--- config.mk ---
export PLATFORM = sky130hd
export DESIGN_NAME = clk_tick_scheduler_flat
export DESIGN_NICKNAME = d
export VERILOG_FILES = /design/src/rtl/clk_tick_scheduler_if.sv /design/src/rtl/clk_tick_scheduler.sv /design/src/flat_wrapper.sv
export SDC_FILE = /design/constraint.sdc
export NUM_CORES = 1
export LEC_CHECK = 0
export CAP_MARGIN = 5
export CORE_UTILIZATION = 33
export DETAILED_ROUTE_END_ITERATION = 6
export GPL_TIMING_DRIVEN = 0
export HOLD_SLACK_MARGIN = 0.1
export SLEW_MARGIN = 0
export SYNTH_ARGS = -nofsm -noshare
export SYNTH_HDL_FRONTEND = slang
export SYNTH_SLANG_ARGS = --single-unit
--- constraint.sdc ---
create_clock -name Clck_in -period 1.67 [get_ports Clck_in]
set_input_delay 0.334 -clock Clck_in [delete_from_list [all_inputs] [get_ports Clck_in]]
set_output_delay 0.334 -clock Clck_in [all_outputs]
set_load 0.1 [all_outputs]
--- src/rtl/clk_tick_scheduler_if.sv ---
// Control/status bundle for clk_tick_scheduler.
// master drives the run request and divide select; slave returns status and ticks.
interface clk_tick_scheduler_if #(
    parameter int unsigned CNT_W = 8
);
    logic             run_req;
    logic [1:0]       div_sel;
    logic             run_ack;
    logic             busy;
    logic             tick_out;
    logic [CNT_W-1:0] tick_count;
    logic [1:0]       state_o;

    modport master (
        output run_req,
        output div_sel,
        input  run_ack,
        input  busy,
        input  tick_out,
        input  tick_count,
        input  state_o
    );

    modport slave (
        input  run_req,
        input  div_sel,
        output run_ack,
        output busy,
        output tick_out,
        output tick_count,
        output state_o
    );
endinterface

--- src/rtl/clk_tick_scheduler.sv ---
// Tick scheduler: emits a one-cycle enable every N = 2^(div_sel+1) clocks while running.
// A stop request always finishes the current period, so every run ends on a final tick.
// Optional tick counter is built only when TICK_COUNTER_EN is defined; otherwise
// tick_count is tied to zero.
module clk_tick_scheduler #(
    parameter int unsigned CNT_W = 8
) (
    input  logic                 Clck_in,
    input  logic                 reset_Clock,
    clk_tick_scheduler_if.slave  bus_io
);

    typedef enum logic [1:0] {
        StIdle  = 2'd0,
        StArm   = 2'd1,
        StRun   = 2'd2,
        StDrain = 2'd3
    } state_e;

    state_e     state_q, state_d;
    logic [3:0] presc_q, presc_d;
    logic [1:0] div_q, div_d;
    logic [4:0] period;
    logic [3:0] presc_max;
    logic       counting;
    logic       tick;

    // Terminal prescaler value from the divider latched at start.
    assign period    = 5'd2 << div_q;
    assign presc_max = 4'(period - 5'd1);
    assign counting  = (state_q == StRun) || (state_q == StDrain);
    assign tick      = counting && (presc_q == presc_max);

    // State, prescaler and latched divider registers.
    always_ff @(posedge Clck_in or negedge reset_Clock) begin
        if (!reset_Clock) begin
            state_q <= StIdle;
            presc_q <= 4'd0;
            div_q   <= 2'd0;
        end else begin
            state_q <= state_d;
            presc_q <= presc_d;
            div_q   <= div_d;
        end
    end

    // Next-state logic; div_sel is only looked at in IDLE.
    always_comb begin
        state_d = state_q;
        presc_d = presc_q;
        div_d   = div_q;
        unique case (state_q)
            StIdle: begin
                if (bus_io.run_req) begin
                    div_d   = bus_io.div_sel;
                    presc_d = 4'd0;
                    state_d = StArm;
                end
            end
            StArm: begin
                presc_d = 4'd0;
                state_d = StRun;
            end
            StRun: begin
                presc_d = tick ? 4'd0 : presc_q + 4'd1;
                if (!bus_io.run_req) begin
                    state_d = tick ? StIdle : StDrain;
                end
            end
            StDrain: begin
                presc_d = tick ? 4'd0 : presc_q + 4'd1;
                if (tick) begin
                    state_d = StIdle;
                end
            end
            default: state_d = StIdle;
        endcase
    end

    assign bus_io.run_ack  = (state_q == StRun);
    assign bus_io.busy     = (state_q != StIdle);
    assign bus_io.tick_out = tick;
    assign bus_io.state_o  = state_q;

`ifdef TICK_COUNTER_EN
    logic [CNT_W-1:0] cnt_q, cnt_d;

    // Tick counter: cleared on start, counts ticks, holds through IDLE.
    always_comb begin
        cnt_d = cnt_q;
        if (state_q == StIdle && bus_io.run_req) begin
            cnt_d = '0;
        end else if (tick) begin
            cnt_d = cnt_q + CNT_W'(1);
        end
    end

    // Counter register.
    always_ff @(posedge Clck_in or negedge reset_Clock) begin
        if (!reset_Clock) begin
            cnt_q <= '0;
        end else begin
            cnt_q <= cnt_d;
        end
    end

    assign bus_io.tick_count = cnt_q;
`else
    assign bus_io.tick_count = '0;
`endif

endmodule

--- src/flat_wrapper.sv ---
// flat-port wrapper written by rule: the top's interface ports become plain ports
module clk_tick_scheduler_flat 
#(
    parameter int unsigned CNT_W = 8
)
  (Clck_in, reset_Clock, bus_io_run_req, bus_io_div_sel, bus_io_run_ack, bus_io_busy, bus_io_tick_out, bus_io_tick_count, bus_io_state_o);
  clk_tick_scheduler_if #(.CNT_W(CNT_W)) bus_io_i ();
  input  logic Clck_in;
  input  logic reset_Clock;
  input wire logic [$bits(bus_io_i.run_req)-1:0] bus_io_run_req;
  input wire logic [$bits(bus_io_i.div_sel)-1:0] bus_io_div_sel;
  output wire logic [$bits(bus_io_i.run_ack)-1:0] bus_io_run_ack;
  output wire logic [$bits(bus_io_i.busy)-1:0] bus_io_busy;
  output wire logic [$bits(bus_io_i.tick_out)-1:0] bus_io_tick_out;
  output wire logic [$bits(bus_io_i.tick_count)-1:0] bus_io_tick_count;
  output wire logic [$bits(bus_io_i.state_o)-1:0] bus_io_state_o;
  assign bus_io_i.run_req = bus_io_run_req;
  assign bus_io_i.div_sel = bus_io_div_sel;
  assign bus_io_run_ack = bus_io_i.run_ack;
  assign bus_io_busy = bus_io_i.busy;
  assign bus_io_tick_out = bus_io_i.tick_out;
  assign bus_io_tick_count = bus_io_i.tick_count;
  assign bus_io_state_o = bus_io_i.state_o;
  clk_tick_scheduler #(.CNT_W(CNT_W)) u_core (.Clck_in(Clck_in), .reset_Clock(reset_Clock), .bus_io(bus_io_i));
endmodule
==> impl_metrics.tcl, run 1 <==
set metrics [dict create \
    outcome "complete, but fails checks" \
    violations "setup timing" \
    crit_slowest_cell "or3b_4" \
    crit_path_max_fanout 2 \
    cpLargestDelayFamily "simple AND/OR/NAND/NOR gates" \
    fin_skew_ns 0.01298 \
    design_area_um2 770.7 \
    syn_to_final_growth_pct 50.24 \
    setup_slack_ns -0.5151 \
    syn_inst 54 \
    ant_nets 0 \
    synthAdderAreaFrac_pct 2.439 \
    fp.dieW_um 41.43 \
    syn_area_per_cell_um2 9.500 \
    clk_pin_slew_worst_paths_ns 0.06 \
    tightest_slew_ns 0.5456 \
    drive_gt1_share_pct 43.59 \
    r2r_end "u_core.presc_q[2]" \
    ys_seq_area_share_pct 39.02 \
    cts_tree "built" \
    startpoint_type "register" \
    synthSimpleGateAreaFrac_pct 22.68 \
    crit_path_end_kind "output pin" \
    timing.fmax_ghz 0.4576 \
    routabilityCongestion 0.7233 \
    slew_headroom_pct 63.79 \
    muxShareOfSynthArea_pct 6.585 \
    hold_class "in -> async" \
    drv_slew 0 \
    via_count 423 \
    arrival_ns 1.85 \
    rr_worst_depth 5 \
    hold_violations 0 \
    synthDistinctLibCells 25 \
    placed_area_um2 686.9 \
    crit_type "reg -> out" \
    port_buffers 9 \
    synth_compound_area_share_pct 11.95 \
    finalCritPeriodShare_pct 130.8 \
    grt_max_degree 11 \
    dpl.hpwl_um 678.8 \
    vias_per_cell 4.548 \
    critPathRequiredTime_ns 1.34 \
    synth_area_um2 513.0 \
    gr-total-overflow 0 \
    cts_sinks 8 \
    antenna_found_initial 0 \
    synth_xor_area_share_pct 3.415 \
    io_pins 18 \
    cts_made_buffers 3 \
    first_iter_violations 1 \
    place_inst 85 \
    final_net_count 86 \
    synth-seq-cells 8 \
    drc_errors 0 \
    rsz0062_at_grt "true" \
    timing.final.crit_period_ns 2.185 \
    maxCapViolCount 0 \
    clock-root-buffer "clkbuf_4" \
    r2r_setup_slack_ns -0.02 \
    htreeDepth 1 \
    avgRoutedWirePerCell_um 11.02 \
    setup_viol 2 \
    finalWirelength_um 1025 \
    clk_latency_ns 0.27 \
    postCtsHoldBufs 0 \
    first_global_vias 380 \
    critPathBufInv 1 \
    antenna-diode-count 0 \
    crit_chain "or3b_4, a2111oi_4, or2_4, and2_4, buf_12" \
    grt_first_pass_wirelength_um 1731 \
    yosys_warnings 0 \
    die_area_um2 1716 \
    cpPeakStageDelay_ns 0.41 \
    start_util_pct 37.55 \
    track_usage_pct 13.91 \
    first_pass_iters 2 \
    stdcell_count 93 \
    rows 13 \
    synth_top_family_by_area "simple AND/OR/NAND/NOR gates" \
    cts_buffer_depth 2 \
    timing.rr.start "u_core.presc_q[1]" \
    design.core.area_um2 1366 \
    fp.dieH_um 41.43 \
]
routing by layer:
layer  vias up  track usage (%)  part of all wire (%)
met1       193            14.79                    42
met4         0            7.742                   2.3
met5         -                0                     0
li1        216                -                     -
met3         3            5.217                   5.3
met2        11            23.44                    51
stage by stage:
stage	setup slack, ns	TNS, ns	hold slack (ns)	utilization [%]
floorplan	-0.3207	-0.3748	0.03841	-
global placement	-1.378	-2.845	0.5811	50.27
detailed placement	-1.368	-2.859	0.5898	50.27
CTS	-0.5881	-0.6650	0.3469	55.68
global route	-0.6137	-0.8578	0.3765	56.41
finish	-0.5151	-0.5326	0.3420	56.41
placed cells by master, fill, tap and decap left out, types with 2 or more instances in the layout:
master,instances
nand3_1,2
conb_1,8
buf_4,14
clkdlybuf4s15_2,2
mux2_2,3
nor2_1,2
nor3_1,4
nand3b_1,2
clkdlybuf4s50_1,4
dfrtp_1,6
buf_12,2
clkbuf_4,3
nand2_1,7
Yosys cell counts:
cell type  n  area, um2
buf_4      8      60.06
dfrtp_1    8      200.2
nand2_1    7      26.28
nor3_1     4      20.02
mux2_2     3      33.78
nor2_1     3      11.26
nand3_1    2      10.01
nand3b_1   2      15.01
a2111oi_4  1      27.53
a211o_1    1      8.760
a31oi_1    1      6.260
and2_1     1      6.260
clkbuf_1   1      3.750
conb_1     1      3.750
ha_1       1      12.51
inv_1      1      3.750
nand2b_1   1      6.260
nor2b_1    1      6.260
o21ai_1    1      5.000
o21bai_1   1      7.510
o22ai_1    1      6.260
or2_1      1      6.260
or3b_1     1      8.760
xnor2_1    1      8.760
xor2_1     1      8.760
worst max-delay path by stage:
stage                     cells after the start               from  slack [ns]              end
after CTS                                     5  u_core.presc_q[1]       -0.59  bus_io_tick_out
final                                         5  u_core.presc_q[1]       -0.52  bus_io_tick_out
after global placement                        5  u_core.presc_q[0]       -1.38  bus_io_tick_out
after detailed placement                      5  u_core.presc_q[1]       -1.37  bus_io_tick_out
after global routing                          5  u_core.presc_q[1]       -0.61  bus_io_tick_out
after floorplan                               4    u_core.div_q[0]       -0.32  bus_io_tick_out
registers in the layout, summed over array words and instances (netlist names):
register,cells
u_core.bus_io.state_o,2
u_core.div_q,2
u_core.presc_q,4
repair_timing:
| action | 4_1_cts | 5_1_grt |
|---|---|---|
| endpoints found under the setup margin | 8 | 8 |
| gates cloned | 0 | 0 |
| setup buffers | 5 | 1 |
| gates resized for setup | 29 | 3 |
| pin swaps | 4 | 2 |
final cells by class:
type                       count  area (um2)
timing repair buffer          14       147.6
clock buffer                   3       22.52
tap                           15       18.77
fill                         123       595.6
multi-input combinational     43       294.0
buffer                         9       75.07
inverter                       1       7.507
sequential                     8       205.2
kinds of logic (layout without fill, tap and decap cells):
group           count (synthesis)  count (layout)
flops                           8               8
fa+ha+maj                       1               1
other cells                     1               8
xor+xnor                        2               2
compound gates                  6               6
mux                             3               3
buf+inv                        10              27
simple gates                   23              23
Power of run 1 is not shown: default switching activity piles up to over one toggle a cycle in this logic, so the estimate is an artifact.
==> inputs of run 2 (changes only) <==
--- a/config.mk
+++ b/config.mk
@@ -6,10 +6,12 @@
 export NUM_CORES = 1
 export LEC_CHECK = 0
 export CAP_MARGIN = 5
-export CORE_UTILIZATION = 33
+export CORE_AREA = 2 2 39 41
 export DETAILED_ROUTE_END_ITERATION = 6
+export DIE_AREA = 0 0 41 43
 export GPL_TIMING_DRIVEN = 0
 export HOLD_SLACK_MARGIN = 0.1
+export PLACE_DENSITY = 0.7
 export SLEW_MARGIN = 0
 export SYNTH_ARGS = -nofsm -noshare
 export SYNTH_HDL_FRONTEND = slang
==> constraint.sdc (replaced) <==
create_clock -name Clck_in -period 2.2 [get_ports Clck_in]
set_input_delay 0.44 -clock Clck_in [delete_from_list [all_inputs] [get_ports Clck_in]]
set_output_delay 0.44 -clock Clck_in [all_outputs]
set_load 0.1 [all_outputs]
==> impl_metrics.tcl, run 2 (synthesis gave the netlist of run 1 again) <==
set metrics [dict create \
    timing.rr.start "u_core.div_q[0]" \
    outcome "complete, but fails checks" \
    setup_slack_ns -0.1951 \
    hold_violations 0 \
    start_util_pct 37.07 \
    timing.fmax_ghz 0.4175 \
    maxCapViolCount 0 \
    first_iter_violations 11 \
    die_area_um2 1763 \
    gr-total-overflow 0 \
    htreeDepth 1 \
    crit_chain "or3b_4, a2111oi_4, or2_4, and2_4, buf_12" \
    rsz0062_at_grt "true" \
    io_pins 18 \
    r2r_end "u_core.presc_q[2]" \
    startpoint_type "register" \
    design.core.area_um2 1384 \
    clk_latency_ns 0.26 \
    grt_first_pass_wirelength_um 1400 \
    rows 14 \
    clk_pin_slew_worst_paths_ns 0.06 \
    fin_skew_ns 0.007975 \
    setup_viol 1 \
    fillers 142 \
    finalCritPeriodShare_pct 108.9 \
    avgRoutedWirePerCell_um 10.48 \
    cts_sinks 8 \
    largest_register_ffs 4 \
    hold_class "in -> async" \
    endpoint "bus_io_tick_out" \
    crit_path_max_fanout 3 \
    timing.final.crit_period_ns 2.395 \
    antenna-diode-count 0 \
    routabilityCongestion 0.7427 \
    drive_gt1_share_pct 38.27 \
    tightest_slew_ns 0.9605 \
    rr_worst_depth 5 \
    postCtsHoldBufs 0 \
    drv_slew 0 \
    first_pass_iters 4 \
    final_net_count 88 \
    top_register "u_core.presc_q" \
    arrival_ns 1.96 \
    fp.dieH_um 43 \
    violations "setup timing" \
    mostFrequentLayoutCells "buf_4 (15), conb_1 (8), nand2_1 (7), dfrtp_1 (6)" \
    cts_buffer_depth 2 \
    drc_errors 0 \
    slew_headroom_pct 36.22 \
    crit_path_end_kind "output pin" \
    first_global_vias 346 \
    crit_type "reg -> out" \
    grt_max_degree 11 \
    clock-root-buffer "clkbuf_4" \
    tns_ns -0.1951 \
    track_usage_pct 12.31 \
    syn_to_final_growth_pct 45.85 \
    via_count 429 \
    r2r_setup_slack_ns 0.40 \
    post-place-ws_ns -0.9651 \
    cpPeakStageDelay_ns 0.42 \
    antenna_found_initial 0 \
    fp.dieW_um 41 \
    dpl.hpwl_um 689.4 \
    vias_per_cell 4.423 \
    ant_nets 0 \
    final_common_cell "buf_4" \
    cts_made_buffers 3 \
    cts_tree "built" \
    critPathLaunch "u_core.div_q[0]" \
    finalWirelength_um 1017 \
    crit_slowest_cell "or3b_4" \
    port_buffers 9 \
    critPathRequiredTime_ns 1.76 \
]
-- run 2: cell count changes in the layout (fill, tap and decap cells not counted), sizes merged --
cell	delta
clkdlybuf4s15	-2
clkbuf	+2
dlygate4sd2	+2
inv	+1
clkinvlp	-1
clkdlybuf4s18	+1
-- run 2: critical path, delay by kind of cell (launching register included) --
family	cells	cell delay (ns)
simple gates	3	0.76
compound gates	1	0.38
buf+inv	1	0.16
flops	1	0.41
-- run 2: how the worst min path moves through the flow --
stage	start	to	slack, ns	cells after the start
2_1_floorplan	reset_Clock	u_core.bus_io.state_o[0]	0.14	0
3_3_place_gp	u_core.div_q[0]	u_core.div_q[0]	0.58	1
3_5_place_dp	u_core.div_q[0]	u_core.div_q[0]	0.58	1
4_1_cts	reset_Clock	u_core.bus_io.state_o[0]	0.46	1
5_1_grt	reset_Clock	u_core.presc_q[0]	0.49	1
6_report	reset_Clock	u_core.presc_q[0]	0.46	1
-- run 2: routing by layer --
layer	vias to the layer above	part of all wire (%)	global-route usage, %
li1	223	-	-
met1	197	39	13.42
met2	9	59	19.69
met3	0	2.5	0
met4	0	0	12.00
met5	-	0	0
-- run 2: what timing repair did --
action,4_1_cts,5_1_grt
setup endpoints to repair,5,3
buffers inserted,1,6
resized for setup,18,5
hold endpoints to repair,0,0
pin swaps,1,2
gates cloned,0,0
-- run 2: final cells by class --
class	count	area [um2]	area share [%]
timing repair buffer	16	145.1	19.40
clock buffer	4	26.28	3.512
buffer	9	63.81	8.528
multi-input combinational	43	286.5	38.29
tap	16	20.02	2.676
sequential	8	202.7	27.09
inverter	1	3.754	0.5017
-- run 2: stage by stage --
stage | hold WS [ns] | cells | utilization [%] | area, um2
6_report | 0.4604 | 97 | 54.07 | 748.2
5_1_grt | 0.4881 | 97 | 54.07 | 748.2
4_1_cts | 0.4642 | 91 | 51.09 | 706.9
3_5_place_dp | 0.5845 | 86 | 47.74 | 660.6
3_3_place_gp | 0.5795 | 86 | 47.74 | 660.6
2_1_floorplan | 0.1444 | 61 | - | 550.5
Power of run 2 is left out for the same reason.
==> inputs of run 3 (changes only) <==
--- a/config.mk
+++ b/config.mk
@@ -5,8 +5,10 @@
 export SDC_FILE = /design/constraint.sdc
 export NUM_CORES = 1
 export LEC_CHECK = 0
+export ABC_AREA = 1
 export CAP_MARGIN = 5
 export CORE_AREA = 2 2 39 41
+export CTS_CLUSTER_DIAMETER = 150
 export DETAILED_ROUTE_END_ITERATION = 6
 export DIE_AREA = 0 0 41 43
 export GPL_TIMING_DRIVEN = 0
==> impl_metrics.tcl, run 3 <==
set metrics [dict create \
    hold_violations 0 \
    use_met2_pct 16.56 \
    io_pins 18 \
    timing.final.crit_period_ns 2.109 \
    startpoint_type "register" \
    grt_max_degree 9 \
    timing.rr.start "u_core.div_q[1]" \
    setup_viol 0 \
    fin_skew_ns 0.006812 \
    first_global_vias 368 \
    synth_largest_area_cell "dfrtp_1" \
    synth-edff-count 0 \
    post-place-ws_ns -0.3348 \
    synthArstFlopShare_pct 100.0 \
    crit_type "reg -> out" \
    avgRoutedWirePerCell_um 8.724 \
    finalWirelength_um 855 \
    synth_top_family_by_area "simple AND/OR/NAND/NOR gates" \
    use_met3_pct 1.571 \
    design.core.area_um2 1384 \
    syn_to_final_growth_pct 33.33 \
    fin_util_pct 49.19 \
    synth_compound_area_share_pct 2.451 \
    critPathRequiredTime_ns 1.76 \
    yosysMostFrequentCell "nand2_1" \
    ys_top_cells_by_area "dfrtp_1 (39%), nand2_1 (14%), buf_4 (12%), inv_1 (4.4%), mux2_2 (4.4%)" \
    final_net_count 89 \
    start_util_pct 36.89 \
    port_buffers 9 \
    crit_slowest_cell "clkdlybuf4s15_1" \
    timing.fmax_ghz 0.4741 \
    cpPeakStageDelay_ns 0.83 \
    fillers 143 \
    clock-root-buffer "clkbuf_4" \
    ys_seq_area_share_pct 39.22 \
    top_register "u_core.presc_q" \
    synth_ff_type "dfrtp_1" \
    first_iter_violations 4 \
    synthSimpleGateAreaFrac_pct 29.41 \
    drive_gt1_share_pct 28.05 \
    drv_slew 0 \
    synth-seq-cells 8 \
    hold_class "in -> async" \
    design_area_um2 680.7 \
    crit_chain "nor2_1, inv_1, clkdlybuf4s15_1" \
    maxCapViolCount 0 \
    r2r_end "u_core.presc_q[2]" \
    whs_ns 0.4703 \
    synthAdderAreaFrac_pct 2.451 \
    via_count 410 \
    synthDistinctLibCells 17 \
    htreeDepth 1 \
    drc_errors 0 \
    antenna_found_initial 0 \
    synth_xor_area_share_pct 5.147 \
    mostFrequentLayoutCells "nand2_1 (19), buf_4 (8), conb_1 (8), dfrtp_1 (7), inv_1 (6)" \
    largest_register_ffs 4 \
    clk_pin_slew_worst_paths_ns 0.06 \
    rsz0062_at_grt "false" \
    crit_path_end_kind "output pin" \
    cts_buffer_depth 2 \
    track_usage_pct 12.61 \
    routabilityCongestion 0.7460 \
    tightest_slew_ns 0.9509 \
    die_area_um2 1763 \
    syn_area_per_cell_um2 8.234 \
    placed_area_um2 666.9 \
    cts_made_buffers 3 \
    yosys-top-cells-count "nand2_1 (19), buf_4 (8), dfrtp_1 (8)" \
    synth_area_um2 510.5 \
    grt_busiest_layer "met1" \
    yosys_warnings 0 \
    first_pass_iters 4 \
    cts_tree "built" \
    setup_slack_ns 0.09076 \
    ant_nets 0 \
    antenna-diode-count 0 \
    r2r_setup_slack_ns 0.99 \
    muxShareOfSynthArea_pct 4.412 \
    arrival_ns 1.67 \
    cts_sinks 8 \
    post_cts_buffers 0 \
    clk_latency_ns 0.25 \
    fp.dieW_um 41 \
    rows 14 \
    dpl.hpwl_um 697.1 \
    vias_per_cell 4.184 \
    outcome "completed" \
    finalCritPeriodShare_pct 95.87 \
    syn_inst 62 \
    gr-total-overflow 0 \
    grt_first_pass_wirelength_um 1476 \
    rr_worst_depth 6 \
    synthDominantCellAreaShare_pct 39.22 \
    slew_headroom_pct 36.86 \
    crit_path_max_fanout 4 \
    fp.dieH_um 43 \
    met1_usage_pct 17.79 \
    postCtsHoldBufs 0 \
    final_common_cell "nand2_1" \
]
[run 3: cell count changes after synthesis, sizes merged, moves of 2 or more]
cell | previous run | this run
inv | 1 | 6
nand2 | 7 | 20
nand3 | 2 | 4
nand3b | 2 | 0
nor2 | 3 | 6
nor3 | 4 | 1
[run 3: worst max path at each step]
stage	start	to	slack (ns)	cells past startpoint
finish	u_core.bus_io.state_o[0]	bus_io_busy	0.09	3
global route	u_core.bus_io.state_o[0]	bus_io_busy	0.008	3
CTS	u_core.bus_io.state_o[1]	bus_io_run_ack	0.03	3
detailed placement	u_core.div_q[1]	bus_io_tick_out	-0.33	4
global placement	u_core.div_q[1]	bus_io_tick_out	-0.31	4
floorplan	u_core.bus_io.state_o[0]	u_core.presc_q[0]	0.0009	5
[run 3: final cells by class]
class | count | area, um2 | share of cell area (%)
Inverter | 6 | 22.52 | 3.309
Clock buffer | 4 | 26.28 | 3.860
Tap cell | 16 | 20.02 | 2.941
Timing Repair Buffer | 9 | 77.57 | 11.40
Sequential cell | 8 | 201.4 | 29.60
Multi-Input combinational cell | 47 | 272.8 | 40.07
Buffer | 8 | 60.06 | 8.824
[run 3: cells by family (layout without fill, tap and decap cells)]
group,after synthesis,in the layout
other,1,8
multiplexers,2,2
AND/OR/NAND/NOR,31,31
buffers and inverters,14,27
flip-flops,8,8
XOR/XNOR,3,3
adder cells (fa/ha/maj),1,1
AO/OA/AOI/OAI,2,2
[run 3: through the flow]
step | instances | setup TNS [ns]
after floorplan | 69 | 0
after global placement | 94 | -0.3130
after detailed placement | 94 | -0.3348
after CTS | 98 | 0
after global routing | 98 | 0
final | 98 | 0
[run 3: critical path, delay by kind of cell (launching register included)]
kind | cells | cell delay (ns)
AND/OR/NAND/NOR | 1 | 0.08
flip-flops | 1 | 0.42
buffers and inverters | 2 | 0.92
[run 3: metal layers]
| layer | part of all wire [%] | wire length [um] |
|---|---|---|
| met3 | 6.0 | 51 |
| met4 | 0.94 | 8 |
| met5 | 0 | 0 |
| met2 | 45 | 384 |
| met1 | 48 | 411 |
[run 3: what timing repair did]
| item | in CTS | in global routing |
|---|---|---|
| endpoints found under the setup margin | 5 | 2 |
| resized for setup | 9 | 3 |
| pin swaps | 0 | 0 |
| cloned | 0 | 0 |
Power of run 3 is left out for the same reason.
